<file path="config.mk">
export PLATFORM = sky130hd
export DESIGN_NAME = btn_move_ctrl_flat
export DESIGN_NICKNAME = d
export VERILOG_FILES = /design/src/rtl/btn_move_ctrl_if.sv /design/src/rtl/btn_move_ctrl.sv /design/src/flat_wrapper.sv
export SDC_FILE = /design/constraint.sdc
export NUM_CORES = 1
export LEC_CHECK = 0
export BUFFER_PORTS_ARGS = -buffer_cell sky130_fd_sc_hd__buf_4
export CAP_MARGIN = 20
export CELL_PAD_IN_SITES_DETAIL_PLACEMENT = 0
export CELL_PAD_IN_SITES_GLOBAL_PLACEMENT = 1
export CORE_MARGIN = 1.5
export CORE_UTILIZATION = 43
export CTS_CLUSTER_SIZE = 40
export DETAILED_ROUTE_END_ITERATION = 8
export GPL_TIMING_DRIVEN = 1
export PLACE_DENSITY_LB_ADDON = 0.1
export SLEW_MARGIN = 10
export SYNTH_ARGS = -nofsm -noshare
export SYNTH_HDL_FRONTEND = slang
export SYNTH_SLANG_ARGS = --single-unit
</file>
<file path="constraint.sdc">
create_clock -name clk -period 6.5 [get_ports clk]
set_input_delay 0.975 -clock clk [delete_from_list [all_inputs] [get_ports clk]]
set_output_delay 0.975 -clock clk [all_outputs]
set_load 0.005 [all_outputs]
</file>
<file path="src/rtl/btn_move_ctrl_if.sv">
// Button/move bundle between the raw push-buttons and the player object.
// The controller owns the slave side; the board/bench owns the master side.
interface btn_move_ctrl_if;
  logic [3:0] btn_raw;
  logic [3:0] btns;
  logic       btnClk2;
  logic [3:0] btn_db;

  modport master (
    output btn_raw,
    input  btns,
    input  btnClk2,
    input  btn_db
  );

  modport slave (
    input  btn_raw,
    output btns,
    output btnClk2,
    output btn_db
  );
endinterface

</file>
<file path="src/rtl/btn_move_ctrl.sv">
// Push-button front end: synchronize, debounce, pick one direction and
// emit a move tick on press followed by delayed auto-repeat ticks.
module btn_move_ctrl #(
  parameter int DB_CYCLES     = 500000,
  parameter int REPEAT_DELAY  = 30000000,
  parameter int REPEAT_PERIOD = 10000000
) (
  input  logic             clk,
  input  logic             rst,
  btn_move_ctrl_if.slave   bus
);

  localparam logic [31:0] DB_MAX = 32'(DB_CYCLES - 1);
  localparam logic [31:0] RD_MAX = 32'(REPEAT_DELAY - 1);
  localparam logic [31:0] RP_MAX = 32'(REPEAT_PERIOD - 1);

  typedef enum logic [1:0] {
    IDLE,
    FIRST,
    DELAY,
    REPEAT
  } state_t;

  logic [3:0]  r_sync1;
  logic [3:0]  r_sync2;
  logic [3:0]  r_db;
  logic [31:0] r_dbcnt [4];
  logic [3:0]  w_sel;
  state_t      r_state;
  logic [3:0]  r_btns;
  logic        r_clk2;
  logic [31:0] r_cnt;

  // Two-flop synchronizer for the asynchronous button inputs.
  always_ff @(posedge clk or posedge rst) begin
    if (rst) begin
      r_sync1 <= '0;
      r_sync2 <= '0;
    end else begin
      r_sync1 <= bus.btn_raw;
      r_sync2 <= r_sync1;
    end
  end

  // Per-bit debounce: flip only after a run of stable differing samples.
  always_ff @(posedge clk or posedge rst) begin
    if (rst) begin
      r_db <= '0;
      for (int i = 0; i < 4; i++)
        r_dbcnt[i] <= '0;
    end else begin
      for (int i = 0; i < 4; i++) begin
        if (r_sync2[i] == r_db[i]) begin
          r_dbcnt[i] <= '0;
        end else if (r_dbcnt[i] == DB_MAX) begin
          r_db[i]    <= ~r_db[i];
          r_dbcnt[i] <= '0;
        end else begin
          r_dbcnt[i] <= r_dbcnt[i] + 32'd1;
        end
      end
    end
  end

  // Fixed-priority direction pick; several keys may be down at once.
  always_comb begin
    w_sel = '0;
    priority case (1'b1)
      r_db[0]: w_sel = 4'b0001;
      r_db[1]: w_sel = 4'b0010;
      r_db[2]: w_sel = 4'b0100;
      r_db[3]: w_sel = 4'b1000;
      default: w_sel = '0;
    endcase
  end

  // Tick FSM; btns settles a cycle before the tick that uses it.
  always_ff @(posedge clk or posedge rst) begin
    if (rst) begin
      r_state <= IDLE;
      r_btns  <= '0;
      r_clk2  <= 1'b0;
      r_cnt   <= '0;
    end else begin
      r_clk2 <= 1'b0;
      unique case (r_state)
        IDLE: begin
          r_btns <= w_sel;
          if (w_sel != 4'b0000)
            r_state <= FIRST;
        end
        FIRST: begin
          if (w_sel == 4'b0000) begin
            r_btns  <= '0;
            r_state <= IDLE;
          end else begin
            r_clk2  <= 1'b1;
            r_cnt   <= RD_MAX;
            r_state <= DELAY;
          end
        end
        DELAY, REPEAT: begin
          if (w_sel == 4'b0000) begin
            r_btns  <= '0;
            r_state <= IDLE;
          end else if (w_sel != r_btns) begin
            r_btns  <= w_sel;
            r_state <= FIRST;
          end else if (r_cnt == 32'd0) begin
            r_clk2  <= 1'b1;
            r_cnt   <= RP_MAX;
            r_state <= REPEAT;
          end else begin
            r_cnt <= r_cnt - 32'd1;
          end
        end
        default: begin
          r_btns  <= '0;
          r_state <= IDLE;
        end
      endcase
    end
  end

  assign bus.btns    = r_btns;
  assign bus.btnClk2 = r_clk2;
  assign bus.btn_db  = r_db;

endmodule

</file>
<file path="src/flat_wrapper.sv">
// flat-port wrapper written by rule: the top's interface ports become plain ports
module btn_move_ctrl_flat 
#(
  parameter int DB_CYCLES     = 500000,
  parameter int REPEAT_DELAY  = 30000000,
  parameter int REPEAT_PERIOD = 10000000
)
  (clk, rst, bus_btn_raw, bus_btns, bus_btnClk2, bus_btn_db);
  btn_move_ctrl_if bus_i ();
  input  logic clk;
  input  logic rst;
  input wire logic [$bits(bus_i.btn_raw)-1:0] bus_btn_raw;
  output wire logic [$bits(bus_i.btns)-1:0] bus_btns;
  output wire logic [$bits(bus_i.btnClk2)-1:0] bus_btnClk2;
  output wire logic [$bits(bus_i.btn_db)-1:0] bus_btn_db;
  assign bus_i.btn_raw = bus_btn_raw;
  assign bus_btns = bus_i.btns;
  assign bus_btnClk2 = bus_i.btnClk2;
  assign bus_btn_db = bus_i.btn_db;
  btn_move_ctrl #(.DB_CYCLES(DB_CYCLES), .REPEAT_DELAY(REPEAT_DELAY), .REPEAT_PERIOD(REPEAT_PERIOD)) u_core (.clk(clk), .rst(rst), .bus(bus_i));
endmodule
</file>
==> results.sh, run 1 <==
export IMPL_h_tree_depth=4
export IMPL_synth_seq_cells=179
export IMPL_setup_slack_ns=3.34
export IMPL_async_flop_share_pct=100
export IMPL_grt_max_degree=74
export IMPL_final_cell_mix="179 x dfrtp_1, 148 x nor2_1, 61 x xor2_1, 59 x nand2_1, 53 x xnor2_1"
export IMPL_cts_buffer_depth=2
export IMPL_syn_num_nets=944
export IMPL_crit_path_max_incr_delay_ns=0.71
export IMPL_crit_path_start_kind="flop"
export IMPL_via_count=6754
export IMPL_clock_latency_ns=0.43
export IMPL_power_total_mw=2.19
export IMPL_post_dp_hpwl_mm=12.5
export IMPL_tns_ns=0
export IMPL_cts_sinks=179
export IMPL_die_x_um=147
export IMPL_cp_cell_sequence="inv_1 > ha_1 > or4b_2 > nor4_2 > nand3_1 > o21a_1 > inv_1 > a21oi_1"
export IMPL_finalCritPeriodShare_pct=48.6
export IMPL_dr_pass1_iters=5
export IMPL_cap_violations=0
export IMPL_crit_path_frequent_cell="inv_1"
export IMPL_grt_use_total_pct=18.3
export IMPL_crit_path_max_fanout=11
export IMPL_finalMaxSlewViolations=0
export IMPL_leakage_nw=4.28
export IMPL_r2r_slack_ns=3.34
export IMPL_clkTransAtPathRegs_ns=0.07
export IMPL_overflow=0
export IMPL_drt_iter0_markers=389
export IMPL_synth_top_cells_by_area="dfrtp_1 50%, nor2_1 6.2%, xor2_1 6.0%"
export IMPL_die_y_um=147
export IMPL_vias_per_cell=5.53
export IMPL_drcViolationCount=0
export IMPL_finalHoldViolCount=0
export IMPL_cts_made_buffers=17
export IMPL_hp_class="flop to flop"
export IMPL_grt_pass1_wl_mm=32.2
export IMPL_crit_required_ns=6.79
export IMPL_io_buffers=14
export IMPL_arrival_ns=3.45
export IMPL_diodes=0
export IMPL_yosysUniqueCellTypes=48
export IMPL_fin_skew_ns=0.0114
export IMPL_placedCellCount=1191
export IMPL_areaGrowthSynthToFinish_pct=11.0
export IMPL_syn_area_um2=8920
export IMPL_ys_flop_type="dfrtp_1"
export IMPL_gp_congestion=0.781
export IMPL_ir_worst_vdd_uv=157
export IMPL_wl_per_cell_um=15.1
export IMPL_coreArea_um2=20300
export IMPL_postSynthAreaPerCell_um2=9.57
export IMPL_die_area_um2=21600
export IMPL_drive_gt1_share_pct=8.09
export IMPL_postCtsSetupBuffers=0
export IMPL_synth_edf_count=0
export IMPL_cts_hold_buf=0
export IMPL_ys_seq_area_share_pct=50.2
export IMPL_root_buffer="clkbuf_16"
export IMPL_pre_cts_slack_ns=3.35
export IMPL_post_cts_resize_count=0
export IMPL_io_pins=15
export IMPL_ys_warn_count=0
export IMPL_path_class="flop to flop"
export IMPL_worstSetupEndpointType="flop"
export IMPL_placed_area_um2=9330
export IMPL_synth_top_area_share_pct=50.2
export IMPL_yosysTopAreaCell="dfrtp_1"
export IMPL_status="finished, final reports clean"
export IMPL_fmax_mhz=317
export IMPL_start_util_pct=44.0
export IMPL_ant_nets=0
export IMPL_final_cell_area_um2=9910
export IMPL_power_density_nw_per_um2=221
export IMPL_fin_nets=951
export IMPL_grt_pass1_vias=6667
export IMPL_tightest_slew_ns=0.912
export IMPL_fillers=1871
export IMPL_grt_setup_unrepaired="false"
export IMPL_rows=52
export IMPL_cts_tree="yes"
export IMPL_setup_viol=0
export IMPL_netlist_instances=933
export IMPL_antenna_found_initial=0
export IMPL_hold_ws_ns=0.348
export IMPL_crit_path_top_delay_cell="or4b_2"
export IMPL_post_route_min_period_ns=3.16
export IMPL_totalWireLength_mm=18.5
export IMPL_final_cells=1222
export IMPL_slew_headroom_pct=38.7
export IMPL_layout_commonest_cell="dfrtp_1"
export IMPL_utilization_pct=48.8
==> final cells by class <==
| type | instances | area, um2 | share of cell area [%] |
|---|---|---|---|
| Tap cell | 270 | 338 | 3.41 |
| Timing Repair Buffer | 23 | 173 | 1.74 |
| Inverter | 28 | 110 | 1.11 |
| Clock inverter | 12 | 131 | 1.33 |
| Multi-Input combinational cell | 691 | 4230 | 42.7 |
| Sequential cell | 179 | 4480 | 45.2 |
| Clock buffer | 19 | 443 | 4.47 |
==> cell families after synthesis <==
logic type	share of synthesized area, %
compound gates	6.48
mux	0.841
flops	50.2
fa+ha+maj	0.701
buf+inv	2.69
xor+xnor	11.2
simple gates	27.9
==> worst max-delay path: cells and delay by family, from the launching register on <==
kind / cells / cell delay, ns
fa+ha+maj: 1 / 0.26
simple gates: 3 / 1.49
buf+inv: 2 / 0.35
flops: 1 / 0.39
compound gates: 2 / 0.53
==> Yosys cell counts (15+ instances only) <==
cell type and number:
inv_1 28, and3_1 22, nor3_1 23, xnor2_1 53, o21ai_0 24, nand2_1 59, dfrtp_1 179, xor2_1 61
nor4_1 32, nor2_1 148, or3_1 21, nand3_1 52, or4_1 15, a21oi_1 27, nand4_1 44, clkbuf_1 31
==> report_power, final <==
part	total, mW	internal (mW)	switching [mW]
Sequential	1.13	1.12	0.00734
Clock	1.01	0.576	0.435
Combinational	0.0526	0.0117	0.0409
==> path summary, 6_finish.rpt <==
path | startpoint | to | depth (start not counted)
max | u_core.r_cnt[0] | u_core.r_cnt[17] | 8
min | u_core.r_sync1[3] | u_core.r_sync2[3] | 0
max reg2reg | u_core.r_cnt[0] | u_core.r_cnt[17] | 8
min reg2reg | u_core.r_sync1[3] | u_core.r_sync2[3] | 0
max in group asynchronous | rst | u_core.r_dbcnt[17] | 3
min in group asynchronous | rst | u_core.r_dbcnt[118] | 2
==> state kept, by name, indices dropped and copies added (netlist names) <==
name,cells
u_core.bus.btn_db,4
u_core.r_cnt,32
u_core.bus.btns,4
u_core.bus.btnClk2,1
u_core.r_dbcnt,128
u_core.r_state,2
u_core.r_sync2,4
u_core.r_sync1,4
==> layer usage <==
metal / wire, um / GRT usage, %
met2: 8810 / 29.5
met1: 8870 / 24.4
met3: 553 / 3.94
met5: 0 / 0
met4: 264 / 6.50
Note: power is estimated with default switching activity, not from simulation.
==> run 2: changes to the inputs <==
Settings changed: ABC_AREA set to 1, CORE_UTILIZATION 43 to 42.
Clock period 6.5 ns to 2.6 ns, I/O delays scaled along.
==> results.sh, run 2 <==
export IMPL_grt_max_degree=55
export IMPL_reg_top3="u_core.r_dbcnt (128), u_core.r_cnt (32)"
export IMPL_yosysUniqueCellTypes=35
export IMPL_drive_gt1_share_pct=5.24
export IMPL_synth_top_area_share_pct=42.5
export IMPL_overflow=0
export IMPL_cts_hold_buf=0
export IMPL_via_count=9205
export IMPL_placedCellCount=1800
export IMPL_drcViolationCount=0
export IMPL_cts_buffer_depth=2
export IMPL_areaGrowthSynthToFinish_pct=10.6
export IMPL_async_flop_share_pct=100
export IMPL_cts_tree="yes"
export IMPL_die_area_um2=26000
export IMPL_synth_seq_cells=179
export IMPL_die_x_um=161
export IMPL_grt_pass1_wl_mm=46.7
export IMPL_coreArea_um2=24500
export IMPL_synth_top_cells_by_area="dfrtp_1 43%, nand2_1 13%, nor2_1 12%"
export IMPL_finalCritPeriodShare_pct=80.4
export IMPL_rows=57
export IMPL_fillers=2482
export IMPL_finalHoldViolCount=0
export IMPL_ys_warn_count=0
export IMPL_slew_headroom_pct=49.3
export IMPL_power_density_nw_per_um2=494
export IMPL_netlist_instances=1476
export IMPL_placed_area_um2=11000
export IMPL_cap_violations=0
export IMPL_post_cts_resize_count=0
export IMPL_hp_class="input pin to asynchronous set/reset pin"
export IMPL_ir_worst_vdd_uv=419
export IMPL_final_cells=1832
export IMPL_post_dp_hpwl_mm=20.6
export IMPL_setup_viol=0
export IMPL_ys_seq_area_share_pct=42.5
export IMPL_grt_use_total_pct=22.5
export IMPL_ys_flop_type="dfrtp_1"
export IMPL_yosysTopAreaCell="dfrtp_1"
export IMPL_fin_skew_ns=0.0137
export IMPL_crit_required_ns=2.92
export IMPL_r2r_slack_ns=0.51
export IMPL_antenna_found_initial=0
export IMPL_cts_made_buffers=17
export IMPL_totalWireLength_mm=27.5
export IMPL_post_route_min_period_ns=2.09
export IMPL_arrival_ns=2.41
export IMPL_crit_path_max_fanout=11
export IMPL_drt_iter0_markers=691
export IMPL_finalMaxSlewViolations=0
export IMPL_fin_nets=1506
export IMPL_cts_sinks=179
export IMPL_root_buffer="clkbuf_16"
export IMPL_utilization_pct=47.6
export IMPL_status="finished, final reports clean"
export IMPL_clkTransAtPathRegs_ns=0.08
export IMPL_crit_path_start_kind="flop"
export IMPL_fmax_mhz=479
export IMPL_largest_reg_flops=128
export IMPL_clock_latency_ns=0.43
export IMPL_syn_num_nets=1487
export IMPL_io_pins=15
export IMPL_postCtsSetupBuffers=0
export IMPL_die_y_um=161
export IMPL_yosysMostFrequentCell="nand2_1"
export IMPL_start_util_pct=43.1
export IMPL_wl_per_cell_um=15.0
export IMPL_dr_pass1_iters=6
export IMPL_leakage_nw=5.11
export IMPL_layout_commonest_cell="nand2_1"
export IMPL_synth_top_cells_by_count="364 x nand2_1, 342 x nor2_1, 179 x dfrtp_1"
export IMPL_ant_nets=0
export IMPL_top_register="u_core.r_dbcnt"
export IMPL_postSynthAreaPerCell_um2=7.14
export IMPL_gp_congestion=0.864
export IMPL_worstSetupEndpointType="flop"
export IMPL_final_cell_area_um2=11600
export IMPL_final_cell_mix="364 x nand2_1, 342 x nor2_1, 179 x dfrtp_1, 150 x inv_1, 89 x nor3_1"
export IMPL_register_area_um2=4480
export IMPL_vias_per_cell=5.02
export IMPL_multiInputGateArea_um2=5340
export IMPL_io_buffers=14
export IMPL_synth_edf_count=0
export IMPL_diodes=0
export IMPL_tns_ns=0
export IMPL_syn_area_um2=10500
export IMPL_tightest_slew_ns=0.760
export IMPL_path_class="flop to flop"
export IMPL_h_tree_depth=4
export IMPL_grt_pass1_vias=9114
export IMPL_grt_setup_unrepaired="false"
-- run 2: cell types whose count changed in the layout (fill, tap and decap cells not counted), sizes merged, moves of 29 or more --
cell and delta:
inv +130, nand2 +306, nor3 +67, nor4 -29, nor2 +198
-- run 2: kinds of logic after synthesis --
| family | share of synthesized area (%) |
|---|---|
| adders and majority gates | 0.594 |
| DFF | 42.5 |
| buffers and inverters | 6.74 |
| and+or+nand+nor | 37.8 |
| AOI/OAI and AO/OA | 2.86 |
| xor gates and xnor gates | 9.48 |
-- run 2: layout make-up --
class / count / area share [%]
inverters: 155 / 5.03
clock inverters: 12 / 1.42
repair buffers: 23 / 1.81
clock buffers: 20 / 3.92
multi-input cells: 1119 / 45.9
flip-flops and latches: 179 / 38.5
well taps: 324 / 3.48
-- run 2: worst max-delay path, cell delays in order, from the launching register on --
cell	delay, ns
dfrtp_1	0.41
inv_1	0.13
ha_1	0.28
nand2_1	0.19
nor2_4	0.23
nand4_4	0.20
inv_2	0.27
o21ai_0	0.12
o21ai_0	0.08
inv_1	0.06
-- run 2: final timing paths --
kind                                   start                  end  depth (start not counted)
max in group asynchronous                rst  u_core.r_dbcnt[110]                          3
min                                      rst   u_core.r_dbcnt[45]                          2
max reg2reg                  u_core.r_cnt[0]     u_core.r_cnt[16]                          9
min in group clk              bus_btn_raw[2]    u_core.r_sync1[2]                          1
max                          u_core.r_cnt[0]     u_core.r_cnt[16]                          9
min reg2reg                u_core.r_sync1[1]    u_core.r_sync2[1]                          0
-- run 2: per-stage QoR --
| stage | power, mW | hold WS (ns) | setup WS, ns |
|---|---|---|---|
| final | 5.75 | 0.0656 | 0.510 |
| after global routing | 5.96 | 0.0474 | 0.263 |
| after CTS | 5.82 | 0.0511 | 0.529 |
| after detailed placement | 3.03 | 0.335 | 0.538 |
| after global placement | 3.03 | 0.332 | 0.582 |
| after floorplan | 2.97 | 0.331 | -0.0846 |
-- run 2: metal layers --
| layer | GRT usage, % | routed length [um] | up-vias |
|---|---|---|---|
| met5 | 0 | 0 | - |
| met4 | 4.71 | 270 | 0 |
| met3 | 3.42 | 1100 | 24 |
| met2 | 35.2 | 12200 | 183 |
| met1 | 32.8 | 13900 | 4301 |
| li1 | - | - | 4697 |
-- run 2: power breakdown --
part | leakage [nW] | total (mW) | switching, mW | internal, mW
Clock | 0.307 | 2.78 | 1.19 | 1.59
Sequential | 2.47 | 2.82 | 0.0193 | 2.80
Combinational | 2.33 | 0.147 | 0.115 | 0.0322
Total | 5.11 | 5.75 | 1.32 | 4.43
==> run 3: changes to the inputs <==
Settings changed: CORE_UTILIZATION 42 to 43.
Clock period 2.6 ns to 2.1 ns, I/O delays scaled along.
==> results.sh, run 3 (synthesis gave the netlist of run 2 again) <==
export IMPL_tightest_slew_ns=0.752
export IMPL_register_area_um2=4480
export IMPL_cap_violations=0
export IMPL_finalCritPeriodShare_pct=90.2
export IMPL_post_cts_resize_count=0
export IMPL_fillers=2462
export IMPL_layout_commonest_cell="nand2_1"
export IMPL_drive_gt1_share_pct=6.46
export IMPL_clock_latency_ns=0.43
export IMPL_grt_pass1_wl_mm=46.3
export IMPL_areaGrowthSynthToFinish_pct=12.4
export IMPL_hold_path_cell_count=0
export IMPL_ir_worst_vdd_uv=444
export IMPL_fin_skew_ns=0.0123
export IMPL_fin_nets=1533
export IMPL_leakage_nw=5.21
export IMPL_start_util_pct=43.6
export IMPL_dr_pass1_iters=5
export IMPL_vias_per_cell=4.99
export IMPL_crit_required_ns=2.42
export IMPL_final_cell_area_um2=11800
export IMPL_tns_ns=0
export IMPL_arrival_ns=2.21
export IMPL_status="finished, final reports clean"
export IMPL_slew_headroom_pct=49.8
export IMPL_io_pins=15
export IMPL_largest_reg_flops=128
export IMPL_finalHoldViolCount=0
export IMPL_diodes=0
export IMPL_post_dp_hpwl_mm=20.6
export IMPL_gp_congestion=0.894
export IMPL_reg_top3="u_core.r_dbcnt (128), u_core.r_cnt (32)"
export IMPL_grt_use_total_pct=22.6
export IMPL_wl_per_cell_um=14.6
export IMPL_placed_area_um2=11200
export IMPL_pre_cts_slack_ns=0.221
export IMPL_ant_nets=0
export IMPL_power_density_nw_per_um2=591
export IMPL_antenna_found_initial=0
export IMPL_root_buffer="clkbuf_16"
export IMPL_setup_slack_ns=0.206
export IMPL_grt_max_degree=79
export IMPL_h_tree_depth=4
export IMPL_overflow=0
export IMPL_grt_pass1_vias=9027
export IMPL_coreArea_um2=24200
export IMPL_cts_buffer_depth=2
export IMPL_cts_made_buffers=17
export IMPL_placedCellCount=1822
export IMPL_rows=57
export IMPL_post_route_min_period_ns=1.89
export IMPL_finalMaxSlewViolations=0
export IMPL_final_cell_mix="364 x nand2_1, 342 x nor2_1, 179 x dfrtp_1, 150 x inv_1, 89 x nor3_1"
export IMPL_top_register="u_core.r_dbcnt"
export IMPL_drt_iter0_markers=691
export IMPL_io_buffers=14
export IMPL_hp_class="flop to flop"
export IMPL_totalWireLength_mm=27.2
export IMPL_rr_worst_depth=10
export IMPL_worstSetupEndpointType="flop"
export IMPL_multiInputGateArea_um2=5340
export IMPL_clkTransAtPathRegs_ns=0.07
export IMPL_setup_viol=0
export IMPL_cts_tree="yes"
export IMPL_via_count=9267
export IMPL_cts_sinks=179
export IMPL_drcViolationCount=0
export IMPL_fmax_mhz=528
export IMPL_grt_setup_unrepaired="false"
export IMPL_crit_path_start_kind="flop"
export IMPL_crit_path_max_fanout=17
export IMPL_path_class="flop to flop"
export IMPL_die_y_um=159
export IMPL_die_x_um=159
export IMPL_final_cells=1857
export IMPL_utilization_pct=49.0
export IMPL_die_area_um2=25400
[run 3: changes by cell type in the layout (fill, tap and decap cells not counted), sizes merged]
cell,previous run,this run
buf,23,45
clkinvlp,1,5
dlygate4sd3,0,5
inv,160,153
clkbuf,20,21
[run 3: power by group]
group	switching, mW	total [mW]	internal [mW]
clock network	1.35	3.30	1.95
logic	0.145	0.195	0.0501
registers	0.0245	3.50	3.47
total	1.52	6.99	5.47
[run 3: worst max-delay path, cell delays in order, from the launching register on]
cell and delay [ns]:
dfrtp_1 0.41, inv_1 0.12, ha_1 0.25, nand2_1 0.16, nor2_4 0.22, nand4_4 0.12
buf_4 0.24, nand3_1 0.09, nand2_1 0.05, o21ai_0 0.07, inv_1 0.06
[run 3: through the flow]
stage | hold WS [ns] | total power [mW]
4_1_cts | 0.350 | 7.09
2_1_floorplan | 0.331 | 3.68
5_1_grt | 0.353 | 7.26
6_report | 0.350 | 6.99
3_5_place_dp | 0.279 | 3.76
3_3_place_gp | 0.275 | 3.76
[run 3: what timing repair did]
item | in CTS | in global routing
buffers inserted | 0 | 0
hold endpoints to repair | 10 | 0
hold buffers | 5 | 0
[run 3: final cells by class]
| cell class | count | area share (%) |
|---|---|---|
| Tap cell | 324 | 3.42 |
| Inverter | 155 | 4.95 |
| Clock buffer | 21 | 3.97 |
| Sequential cell | 179 | 37.8 |
| Clock inverter | 9 | 1.10 |
| Timing Repair Buffer | 50 | 3.59 |
| Multi-Input combinational cell | 1119 | 45.1 |
[run 3: worst paths after layout]
check	startpoint	end	slack [ns]
max in group asynchronous	rst	u_core.r_dbcnt[76]	1.03
worst min-delay path	u_core.r_sync1[3]	u_core.r_sync2[3]	0.35
worst max-delay path	u_core.r_cnt[0]	u_core.r_cnt[22]	0.21
min in group asynchronous	rst	u_core.r_dbcnt[1]	0.39
worst max register to register	u_core.r_cnt[0]	u_core.r_cnt[22]	0.21
worst min register to register	u_core.r_sync1[3]	u_core.r_sync2[3]	0.35
[run 3: per-layer routing]
metal	GRT usage (%)	share of wire, %	wire (um)
met5	0	0	0
met4	5.32	1.3	357
met3	3.72	3.2	870
met2	36.0	45	12300
met1	32.2	50	13700
